### config.mk
export PLATFORM = sky130hd
export DESIGN_NAME = alu_multicycle
export DESIGN_NICKNAME = d
export VERILOG_FILES = /design/src/rtl/alu_multicycle.sv
export SDC_FILE = /design/constraint.sdc
export NUM_CORES = 1
export LEC_CHECK = 0
export ABC_AREA = 1
export CAP_MARGIN = 20
export CORE_MARGIN = 4
export CORE_UTILIZATION = 30
export CTS_CLUSTER_SIZE = 10
export DETAILED_ROUTE_END_ITERATION = 16
export SETUP_SLACK_MARGIN = 0.4
export SYNTH_ARGS = -nofsm -noshare
export SYNTH_HDL_FRONTEND = slang
export SYNTH_SLANG_ARGS = --single-unit
### constraint.sdc
create_clock -name clk -period 2.4 [get_ports clk]
set_clock_uncertainty 0.15 [all_clocks]
set_input_delay 0.48 -clock clk [delete_from_list [all_inputs] [get_ports clk]]
set_output_delay 0.48 -clock clk [all_outputs]
set_load 0.02 [all_outputs]
### src/rtl/alu_multicycle.sv
// Handshaked multi-cycle ALU: 1-cycle logic/arith, iterative shifts.
// Define ALU_MUL_EN to build the iterative multiplier (opcode A).
module alu_multicycle #(
    parameter int WIDTH = 32
) (
    input  logic             clk,
    input  logic             reset,
    input  logic             in_valid,
    output logic             in_ready,
    input  logic [3:0]       alu_opcode,
    input  logic [WIDTH-1:0] in_a,
    input  logic [WIDTH-1:0] in_b,
    output logic             out_valid,
    input  logic             out_ready,
    output logic [WIDTH-1:0] alu_out,
    output logic             zero,
    output logic             illegal_op
);
    localparam int SHAMT_W = $clog2(WIDTH);
    localparam int CNT_W   = SHAMT_W + 1;

    localparam logic [3:0] OP_AND  = 4'h0;
    localparam logic [3:0] OP_OR   = 4'h1;
    localparam logic [3:0] OP_ADD  = 4'h2;
    localparam logic [3:0] OP_XOR  = 4'h3;
    localparam logic [3:0] OP_SLL  = 4'h4;
    localparam logic [3:0] OP_SRL  = 4'h5;
    localparam logic [3:0] OP_SUB  = 4'h6;
    localparam logic [3:0] OP_SRA  = 4'h7;
    localparam logic [3:0] OP_SLT  = 4'h8;
    localparam logic [3:0] OP_SLTU = 4'h9;
`ifdef ALU_MUL_EN
    localparam logic [3:0] OP_MUL  = 4'hA;
`endif

`ifdef ALU_MUL_EN
    typedef enum logic [1:0] {IDLE, SHIFT, MUL, DONE} state_t;
`else
    typedef enum logic [1:0] {IDLE, SHIFT, DONE} state_t;
`endif

    state_t             state_q;
    logic               in_ready_q;
    logic               out_valid_q;
    logic [WIDTH-1:0]   alu_out_q;
    logic               zero_q;
    logic               illegal_q;
    logic [WIDTH-1:0]   acc_q;
    logic [CNT_W-1:0]   cnt_q;
    logic [3:0]         op_q;

    logic [WIDTH-1:0]   res_d;
    logic               ill_d;
    logic               is_shift;
    logic [SHAMT_W-1:0] shamt;
    logic [WIDTH-1:0]   sh_d;

`ifdef ALU_MUL_EN
    logic [WIDTH-1:0]   mcand_q;
    logic [WIDTH-1:0]   mplier_q;
    logic [WIDTH-1:0]   mul_d;
    logic               is_mul;
`endif

    assign shamt = in_b[SHAMT_W-1:0];

    always_comb begin
        res_d    = '0;
        ill_d    = 1'b0;
        is_shift = 1'b0;
`ifdef ALU_MUL_EN
        is_mul   = 1'b0;
`endif
        case (alu_opcode)
            OP_AND:  res_d = in_a & in_b;
            OP_OR:   res_d = in_a | in_b;
            OP_ADD:  res_d = in_a + in_b;
            OP_SUB:  res_d = in_a - in_b;
            OP_XOR:  res_d = in_a ^ in_b;
            OP_SLT:  res_d = WIDTH'($signed(in_a) < $signed(in_b));
            OP_SLTU: res_d = WIDTH'(in_a < in_b);
            OP_SLL, OP_SRL, OP_SRA: is_shift = 1'b1;
`ifdef ALU_MUL_EN
            OP_MUL:  is_mul = 1'b1;
`endif
            default: ill_d = 1'b1;
        endcase
    end

    // One-bit step of the shift currently in flight
    always_comb begin
        sh_d = acc_q >> 1;
        if (op_q == OP_SLL) begin
            sh_d = acc_q << 1;
        end else if (op_q == OP_SRA) begin
            sh_d = {acc_q[WIDTH-1], acc_q[WIDTH-1:1]};
        end
    end

`ifdef ALU_MUL_EN
    assign mul_d = acc_q + (mplier_q[0] ? mcand_q : '0);
`endif

    always_ff @(posedge clk) begin
        if (reset) begin
            state_q     <= IDLE;
            in_ready_q  <= 1'b0;
            out_valid_q <= 1'b0;
            alu_out_q   <= '0;
            zero_q      <= 1'b0;
            illegal_q   <= 1'b0;
            acc_q       <= '0;
            cnt_q       <= '0;
            op_q        <= '0;
`ifdef ALU_MUL_EN
            mcand_q     <= '0;
            mplier_q    <= '0;
`endif
        end else begin
            unique case (state_q)
                IDLE: begin
                    in_ready_q <= 1'b1;
                    if (in_valid && in_ready_q) begin
                        in_ready_q <= 1'b0;
                        op_q       <= alu_opcode;
                        acc_q      <= in_a;
                        cnt_q      <= CNT_W'(shamt);
                        if (is_shift && shamt != '0) begin
                            state_q <= SHIFT;
`ifdef ALU_MUL_EN
                        end else if (is_mul) begin
                            acc_q    <= '0;
                            mcand_q  <= in_a;
                            mplier_q <= in_b;
                            cnt_q    <= CNT_W'(WIDTH);
                            state_q  <= MUL;
`endif
                        end else begin
                            state_q     <= DONE;
                            out_valid_q <= 1'b1;
                            alu_out_q   <= is_shift ? in_a : res_d;
                            zero_q      <= (is_shift ? in_a : res_d) == '0;
                            illegal_q   <= ill_d;
                        end
                    end
                end
                SHIFT: begin
                    acc_q <= sh_d;
                    cnt_q <= cnt_q - CNT_W'(1);
                    if (cnt_q == CNT_W'(1)) begin
                        state_q     <= DONE;
                        out_valid_q <= 1'b1;
                        alu_out_q   <= sh_d;
                        zero_q      <= sh_d == '0;
                        illegal_q   <= 1'b0;
                    end
                end
`ifdef ALU_MUL_EN
                MUL: begin
                    acc_q    <= mul_d;
                    mcand_q  <= mcand_q << 1;
                    mplier_q <= mplier_q >> 1;
                    cnt_q    <= cnt_q - CNT_W'(1);
                    if (cnt_q == CNT_W'(1)) begin
                        state_q     <= DONE;
                        out_valid_q <= 1'b1;
                        alu_out_q   <= mul_d;
                        zero_q      <= mul_d == '0;
                        illegal_q   <= 1'b0;
                    end
                end
`endif
                DONE: begin
                    if (out_ready) begin
                        state_q     <= IDLE;
                        out_valid_q <= 1'b0;
                        in_ready_q  <= 1'b1;
                    end
                end
                default: state_q <= IDLE;
            endcase
        end
    end

    assign in_ready   = in_ready_q;
    assign out_valid  = out_valid_q;
    assign alu_out    = alu_out_q;
    assign zero       = zero_q;
    assign illegal_op = illegal_q;
endmodule

# After elaboration in Yosys (flattened, before gate mapping)
# Cells that the tools add are included.
# Widths: inputs -> output; s select.
# totals
reg_bits	80
latchBits	0
mem_bits_rw	0
mem_bits_ro	0
inputBits	72
output_inout_bits	36
mem_count	0
# op_classes
addsub	3
multipliers	0
div_mod_pow	0
n_lt_le_gt_ge	2
n_eq_ne	18
shifts	0
mux	35
n_bitwise	3
reduce_logical	18
# ops
operator	count
$mux 32	7
$pmux 32 s7	1
$pmux 32 s2	2
$logic_not 32->1	2
$lt 32x32->1	2
$add 32x32->32	1
$and 32x32->32	1
$or 32x32->32	1
$sub 32x32->32	1
$xor 32x32->32	1
$eq 4x3->1 const B	6
$mux 1	14
$pmux 6 s2	1
$reduce_or 10->1	1
$eq 4x2->1 const B	2
$eq 4x4->1 const B	2
$mux 2	4
$ne 2x2->1 const B	4
$eq 6x1->1 const B	1
$mux 6	1
$pmux 1 s2	3
$pmux 2 s3	1
$reduce_and 2->1	3
$sub 6x1->6 const B	1
other kinds (14)	16

# Depth between registers and ports, before layout
# logic_depth
word_depth	8
ltp_mapped	22
ltp_nobuf	21

# Least setup slack after synthesis
# OpenSTA, ideal clock, no wires.
# synth_timing
path_type	input port to flip-flop
from	in in_a[0]
to	reg zero_q (netlist: zero)
setup_ps	70
arrival_time_ps	2303
setup_slack_ps	-122
stages	20
path_cell_list	ha_1 > inv_1 > fa_1 > inv_1 > nand2_1 > nand2_1 > nand3_1 > nand2_1 > nand2_1 > nand2_1 > nand2_1 > nand3_1 > nand3_1 > nor2_1 > nand2_1 > nor2_1 > nand2_1 > nor2_1 > nand3_1 > a21oi_1
# synth_between
elab_chain_cells	7
# synth_lines
element	line	rtl
from (decl)	11	input logic [WIDTH-1:0] in_a,
$sub 32x32->32, or another cell as far along	78	OP_SUB: res_d = in_a - in_b;
$pmux 32 s7	74	case (alu_opcode)
$mux 32 *	142	zero_q <= (is_shift ? in_a : res_d) == '0;
$logic_not 32->1 *	142	
$mux 1 *	128	if (is_shift && shamt != '0) begin
$mux 1 *	123	if (in_valid && in_ready_q) begin
$pmux 1 s2 *	120	unique case (state_q)
to (signal assigned)	110	zero_q <= 1'b0;
to (signal assigned)	142	
to (signal assigned)	154	zero_q <= sh_d == '0;
to (decl)	46	logic zero_q;
# Every way passes the cells marked *; elsewhere a longest branch is shown, timed or not. The select of a mux whose other input is x is not followed.
# A chain may end at the register's enable or synchronous reset.

# Worst setup path in the final report
# layout_timing
from	in in_b[1]
to	reg zero_q (netlist: zero)
# layout_between
elab_chain_cells	7
# layout_lines
element	line	rtl
from (decl)	12	input logic [WIDTH-1:0] in_b,
$sub 32x32->32, or another cell as far along	78	
$pmux 32 s7	74	
$mux 32	142	
$logic_not 32->1	142	
$mux 1	128	
$mux 1	123	
$pmux 1 s2	120	
# Several ways; a longest one is shown, not always the timed one. The select of a mux whose other input is x is not followed.

==> impl_results.html <==
<table>
<tr><th>Metric</th><th>Value</th></tr>
<tr><th colspan="2">Yosys</th></tr>
<tr><td>Post-synthesis net count</td><td>2,133</td></tr>
<tr><td>Yosys synthesis warning count</td><td>0</td></tr>
<tr><td>Simple-gate share of the synthesized area</td><td>37.4%</td></tr>
<tr><td>Compound-gate portion of the synthesized area</td><td>18.7%</td></tr>
<tr><td>Syn Area/Cell</td><td>5.52 µm²</td></tr>
<tr><td>Sequential-to-total area share from yosys stat</td><td>14.9%</td></tr>
<tr><td>Register bit count reported by yosys</td><td>80</td></tr>
<tr><td>Predominant post-synthesis flop cell</td><td>dfxtp_1</td></tr>
<tr><td>Post-synthesis cell area</td><td>0.0108 mm²</td></tr>
<tr><td>Yosys cell types</td><td>42</td></tr>
<tr><td>Number of instances in the synthesized netlist</td><td>1,955</td></tr>
<tr><td>Synth async-reset ratio</td><td>0%</td></tr>
<tr><td>Post-synthesis mux area share</td><td>0%</td></tr>
<tr><td>Post-synthesis share of cell area spent on xor and xnor gates</td><td>0.244%</td></tr>
<tr><td>Dominant combinational cell family by area after synthesis</td><td>simple AND/OR/NAND/NOR gates</td></tr>
<tr><td>Number of flops mapped to enable cells by yosys</td><td>0</td></tr>
<tr><td>Adder-Cell Fraction of Synth Area</td><td>12.4%</td></tr>
<tr><th colspan="2">Clocking</th></tr>
<tr><td>Clock Pin Slew Worst Setup and Hold Paths</td><td>0.06 ns</td></tr>
<tr><td>Clock root cell</td><td>clkbuf_16</td></tr>
<tr><td>CTS sink count</td><td>80</td></tr>
<tr><td>Number of buffers between clock root and the deepest sink</td><td>2</td></tr>
<tr><td>CTS tree</td><td>yes</td></tr>
<tr><td>Post-cts hold buffer count</td><td>0</td></tr>
<tr><td>Clock insertion delay at the later pin of the skew report</td><td>0.35 ns</td></tr>
<tr><td>Count of H-tree levels built during CTS</td><td>3</td></tr>
<tr><td>CTS Buf Count</td><td>9</td></tr>
<tr><th colspan="2">Global route</th></tr>
<tr><td>Number of global-route vias before repair</td><td>14.9k</td></tr>
<tr><td>Wire length of the first global-routing pass</td><td>82,500 µm</td></tr>
<tr><td>Total track usage</td><td>26.9%</td></tr>
<tr><td>Number of antenna violations at the first check in global routing</td><td>0</td></tr>
<tr><td>GR Overflow Total</td><td>0</td></tr>
<tr><td>Maximum number of pins on one net before global-route repair</td><td>89</td></tr>
<tr><th colspan="2">Detailed routing</th></tr>
<tr><td>Detailed-routing iteration count for the pre-antenna-repair pass</td><td>5</td></tr>
<tr><td>Number of routed nets with antenna violations</td><td>0</td></tr>
<tr><td>Routed wire length</td><td>54,500 µm</td></tr>
<tr><td>Post-detailed-route DRC marker count</td><td>0</td></tr>
<tr><td>Starting DRC count in detailed routing</td><td>1,026</td></tr>
<tr><td>Vias per cell</td><td>5.07</td></tr>
<tr><td>Number of vias after detailed routing</td><td>14.7k</td></tr>
<tr><td>Wire length per cell</td><td>18.8 µm</td></tr>
<tr><th colspan="2">Pwr</th></tr>
<tr><td>Leakage power total</td><td>9.52 nW</td></tr>
<tr><td>Ratio of total power to cell area</td><td>530 mW/mm²</td></tr>
<tr><td>Maximum resistive drop on vdd</td><td>0.638 mV</td></tr>
<tr><td>PnR Total Power</td><td>10.4 mW</td></tr>
<tr><th colspan="2">Placement</th></tr>
<tr><td>Post-Place Cell Area</td><td>0.0156 mm²</td></tr>
<tr><td>Number of cells in the design after placement</td><td>2,796</td></tr>
<tr><td>Count of buffers from port buffering</td><td>107</td></tr>
<tr><td>Placed wire-length estimate after detailed placement</td><td>42,500 µm</td></tr>
<tr><td>Final GP Congestion</td><td>0.950</td></tr>
<tr><th colspan="2">Timing</th></tr>
<tr><td>Slew margin rel.</td><td>61.3%</td></tr>
<tr><td>RSZ-0062 raised after global routing</td><td>true</td></tr>
<tr><td>Fmax achieved</td><td>382 MHz</td></tr>
<tr><td>Minimum period implied by the final worst setup slack</td><td>2.62 ns</td></tr>
<tr><td>Setup TNS</td><td>-0.881 ns</td></tr>
<tr><td>Number of hold violations in the final report</td><td>0</td></tr>
<tr><td>Max-slew violations</td><td>0</td></tr>
<tr><td>Worst setup margin</td><td>-0.218 ns</td></tr>
<tr><td>Tightest Pin Transition</td><td>0.575 ns</td></tr>
<tr><td>Setup violations, final</td><td>12</td></tr>
<tr><td>Fin crit share</td><td>109%</td></tr>
<tr><th colspan="2">Cells and area</th></tr>
<tr><td>Final Non-Filler Cells</td><td>2,904</td></tr>
<tr><td>Net count of the finished layout</td><td>2,616</td></tr>
<tr><td>Finished Core Util</td><td>55.0%</td></tr>
<tr><td>Area growth from synthesis to layout</td><td>81.0%</td></tr>
<tr><td>Register area</td><td>0.00160 mm²</td></tr>
<tr><td>Share of post-route cells with drive strength above 1</td><td>50.8%</td></tr>
<tr><td>Footprint of the multi-input gates</td><td>0.0106 mm²</td></tr>
<tr><td>Final-layout fill cell count</td><td>3,412</td></tr>
<tr><td>Antenna diode count</td><td>0</td></tr>
<tr><td>Area of all placed cells without fillers</td><td>0.0195 mm²</td></tr>
<tr><th colspan="2">Hold path</th></tr>
<tr><td>Path category of the worst min-delay check</td><td>register to register</td></tr>
<tr><th colspan="2">Setup path</th></tr>
<tr><td>Endpoint kind of the worst setup timing path</td><td>register</td></tr>
<tr><td>Crit Path Category</td><td>input port to register</td></tr>
<tr><td>Crit Path Max Fanout</td><td>4</td></tr>
<tr><td>CP arrival</td><td>2.75 ns</td></tr>
<tr><td>Critical Path Start Type</td><td>input port</td></tr>
<tr><td>Required arrival time at the worst endpoint</td><td>2.54 ns</td></tr>
<tr><th colspan="2">Die</th></tr>
<tr><td>Number of primary I/O pins</td><td>108</td></tr>
<tr><td>Width of the die</td><td>198 µm</td></tr>
<tr><td>Starting density of the core</td><td>30.4%</td></tr>
<tr><td>Area of the die</td><td>0.0390 mm²</td></tr>
<tr><td>DIE HEIGHT</td><td>198 µm</td></tr>
<tr><td>Core box area</td><td>0.0355 mm²</td></tr>
<tr><td>Std-Cell Rows</td><td>69</td></tr>
<tr><th colspan="2">Outcome</th></tr>
<tr><td>Run status</td><td>complete, but fails checks</td></tr>
<tr><td>Violations in the final reports</td><td>negative setup slack</td></tr>
<tr><th colspan="2">Run</th></tr>
<tr><td>Maxcap violations</td><td>0</td></tr>
</table>
==> registers in the layout (all words and copies together) (netlist names) <==
signal and count:
illegal_op 1, op_q 4, out_valid 1, state_q 2
zero 1, cnt_q 6, alu_out 32, acc_q 32
in_ready 1
==> per-stage QoR <==
step,worst slack (ns),hold slack [ns]
floorplan,-0.0378,0.274
detailed placement,-1.22,0.284
finish,-0.218,0.307
global placement,-1.21,0.281
CTS,-0.138,0.295
global route,-0.329,0.329
==> cells in the final DEF (no fill, tap or decap), drive strengths merged <==
cell type / netlist / routed
nand2: 586 / 586
buf: 36 / 496
inv: 363 / 361
nor2: 161 / 161
a21oi: 144 / 144
nand3: 138 / 138
o21ai: 122 / 122
ha: 104 / 104
dfxtp: 80 / 80
nand4: 32 / 32
clkdlybuf4s50: 0 / 32
a31oi: 29 / 29
o22ai: 28 / 28
a221oi: 21 / 21
or2: 19 / 19
nor3: 16 / 16
clkbuf: 41 / 15
o21bai: 8 / 8
dlygate4sd2: 0 / 7
clkinvlp: 0 / 6
nor4: 5 / 5
clkdlybuf4s15: 0 / 5
a211oi: 4 / 4
nand3b: 3 / 3
o211ai: 3 / 3
dlymetal6s2s: 0 / 3
xor2: 2 / 2
fa: 2 / 2
bufinv: 0 / 2
and2: 2 / 2
clkinv: 1 / 2
xnor2: 1 / 1
o21a: 1 / 1
o2111ai: 1 / 1
a21o: 1 / 1
and3: 1 / 1
==> per-layer routing <==
metal,GRT usage (%),wire length (µm)
met5,0,0
met1,33.2,22300
met3,2.52,2690
met4,12.7,3160
met2,47.3,26400
==> Yosys cell counts (2+ instances only) <==
cell type / count / area share [%]
o211ai_1: 3 / 0.21
inv_2: 6 / 0.21
nand2_1: 578 / 20
buf_4: 6 / 0.42
buf_6: 7 / 0.73
nand3b_1: 3 / 0.21
o21ai_1: 3 / 0.14
ha_1: 104 / 12
o22ai_1: 28 / 1.6
clkbuf_1: 35 / 1.2
a21oi_2: 2 / 0.16
fa_1: 2 / 0.37
nand4_1: 32 / 1.9
nor2_1: 153 / 5.3
o21ai_0: 119 / 5.5
nor3_1: 14 / 0.65
a31oi_1: 29 / 1.7
nand3_1: 137 / 6.4
nand2_2: 8 / 0.46
dfxtp_1: 80 / 15
a21oi_1: 142 / 6.6
nor2_2: 7 / 0.41
xor2_1: 2 / 0.16
or2_2: 19 / 1.1
a211oi_1: 4 / 0.28
a221oi_1: 21 / 1.7
o21bai_1: 8 / 0.56
buf_2: 23 / 1.1
inv_1: 357 / 12
nor4_1: 5 / 0.29
clkbuf_2: 6 / 0.28
and2_1: 2 / 0.12
==> repair_timing <==
| action | CTS | global route |
|---|---|---|
| buffers inserted | 78 | 12 |
| pin swaps | 324 | 125 |
| setup endpoints to repair | 43 | 62 |
| cloned | 1 | 1 |
| resized for setup | 977 | 195 |
==> area by class of cell <==
| class | instances | share of cell area [%] |
|---|---|---|
| multi-input combinational | 1434 | 54.2 |
| sequential | 80 | 8.22 |
| inverter | 364 | 7.71 |
| clock buffer | 9 | 1.15 |
| clock inverter | 7 | 0.494 |
| tap | 461 | 2.95 |
| timing repair buffer | 549 | 25.3 |
==> kinds of logic after synthesis <==
| logic type | count (synthesis) |
|---|---|
| buf+inv | 441 |
| fa+ha+maj | 106 |
| flops | 80 |
| xor+xnor | 3 |
| compound gates | 362 |
| simple gates | 963 |
==> worst paths after layout <==
path | startpoint | end | slack [ns] | cells after the start
setup reg to reg | op_q[2] | zero | -0.01 | 12
hold reg to reg | op_q[3] | op_q[3] | 0.31 | 2
setup / recovery | in_b[1] | zero | -0.22 | 21
hold / removal | op_q[3] | op_q[3] | 0.31 | 2
==> worst max-delay path: stages <==
cell	delay, ns
buf_8	0.08
clkinvlp_4	0.09
buf_4	0.15
ha_4	0.25
nor2_4	0.16
nand2_2	0.08
nand2_4	0.11
nand2_4	0.07
nand2_4	0.09
nand2_2	0.06
nand2_4	0.15
nand2_2	0.07
nand2_1	0.06
nand2_1	0.05
nand3_2	0.07
nand4_1	0.14
nor2_1	0.18
nand2_1	0.08
nor2_1	0.12
nand3_1	0.08
a21oi_1	0.12
==> report_power, final <==
group	leakage [nW]	switching (mW)	internal [mW]
logic	8.72	3.89	2.89
clock network	0.148	0.576	0.910
registers	0.655	0.282	1.80
Power figures use the tool's default switching activity.
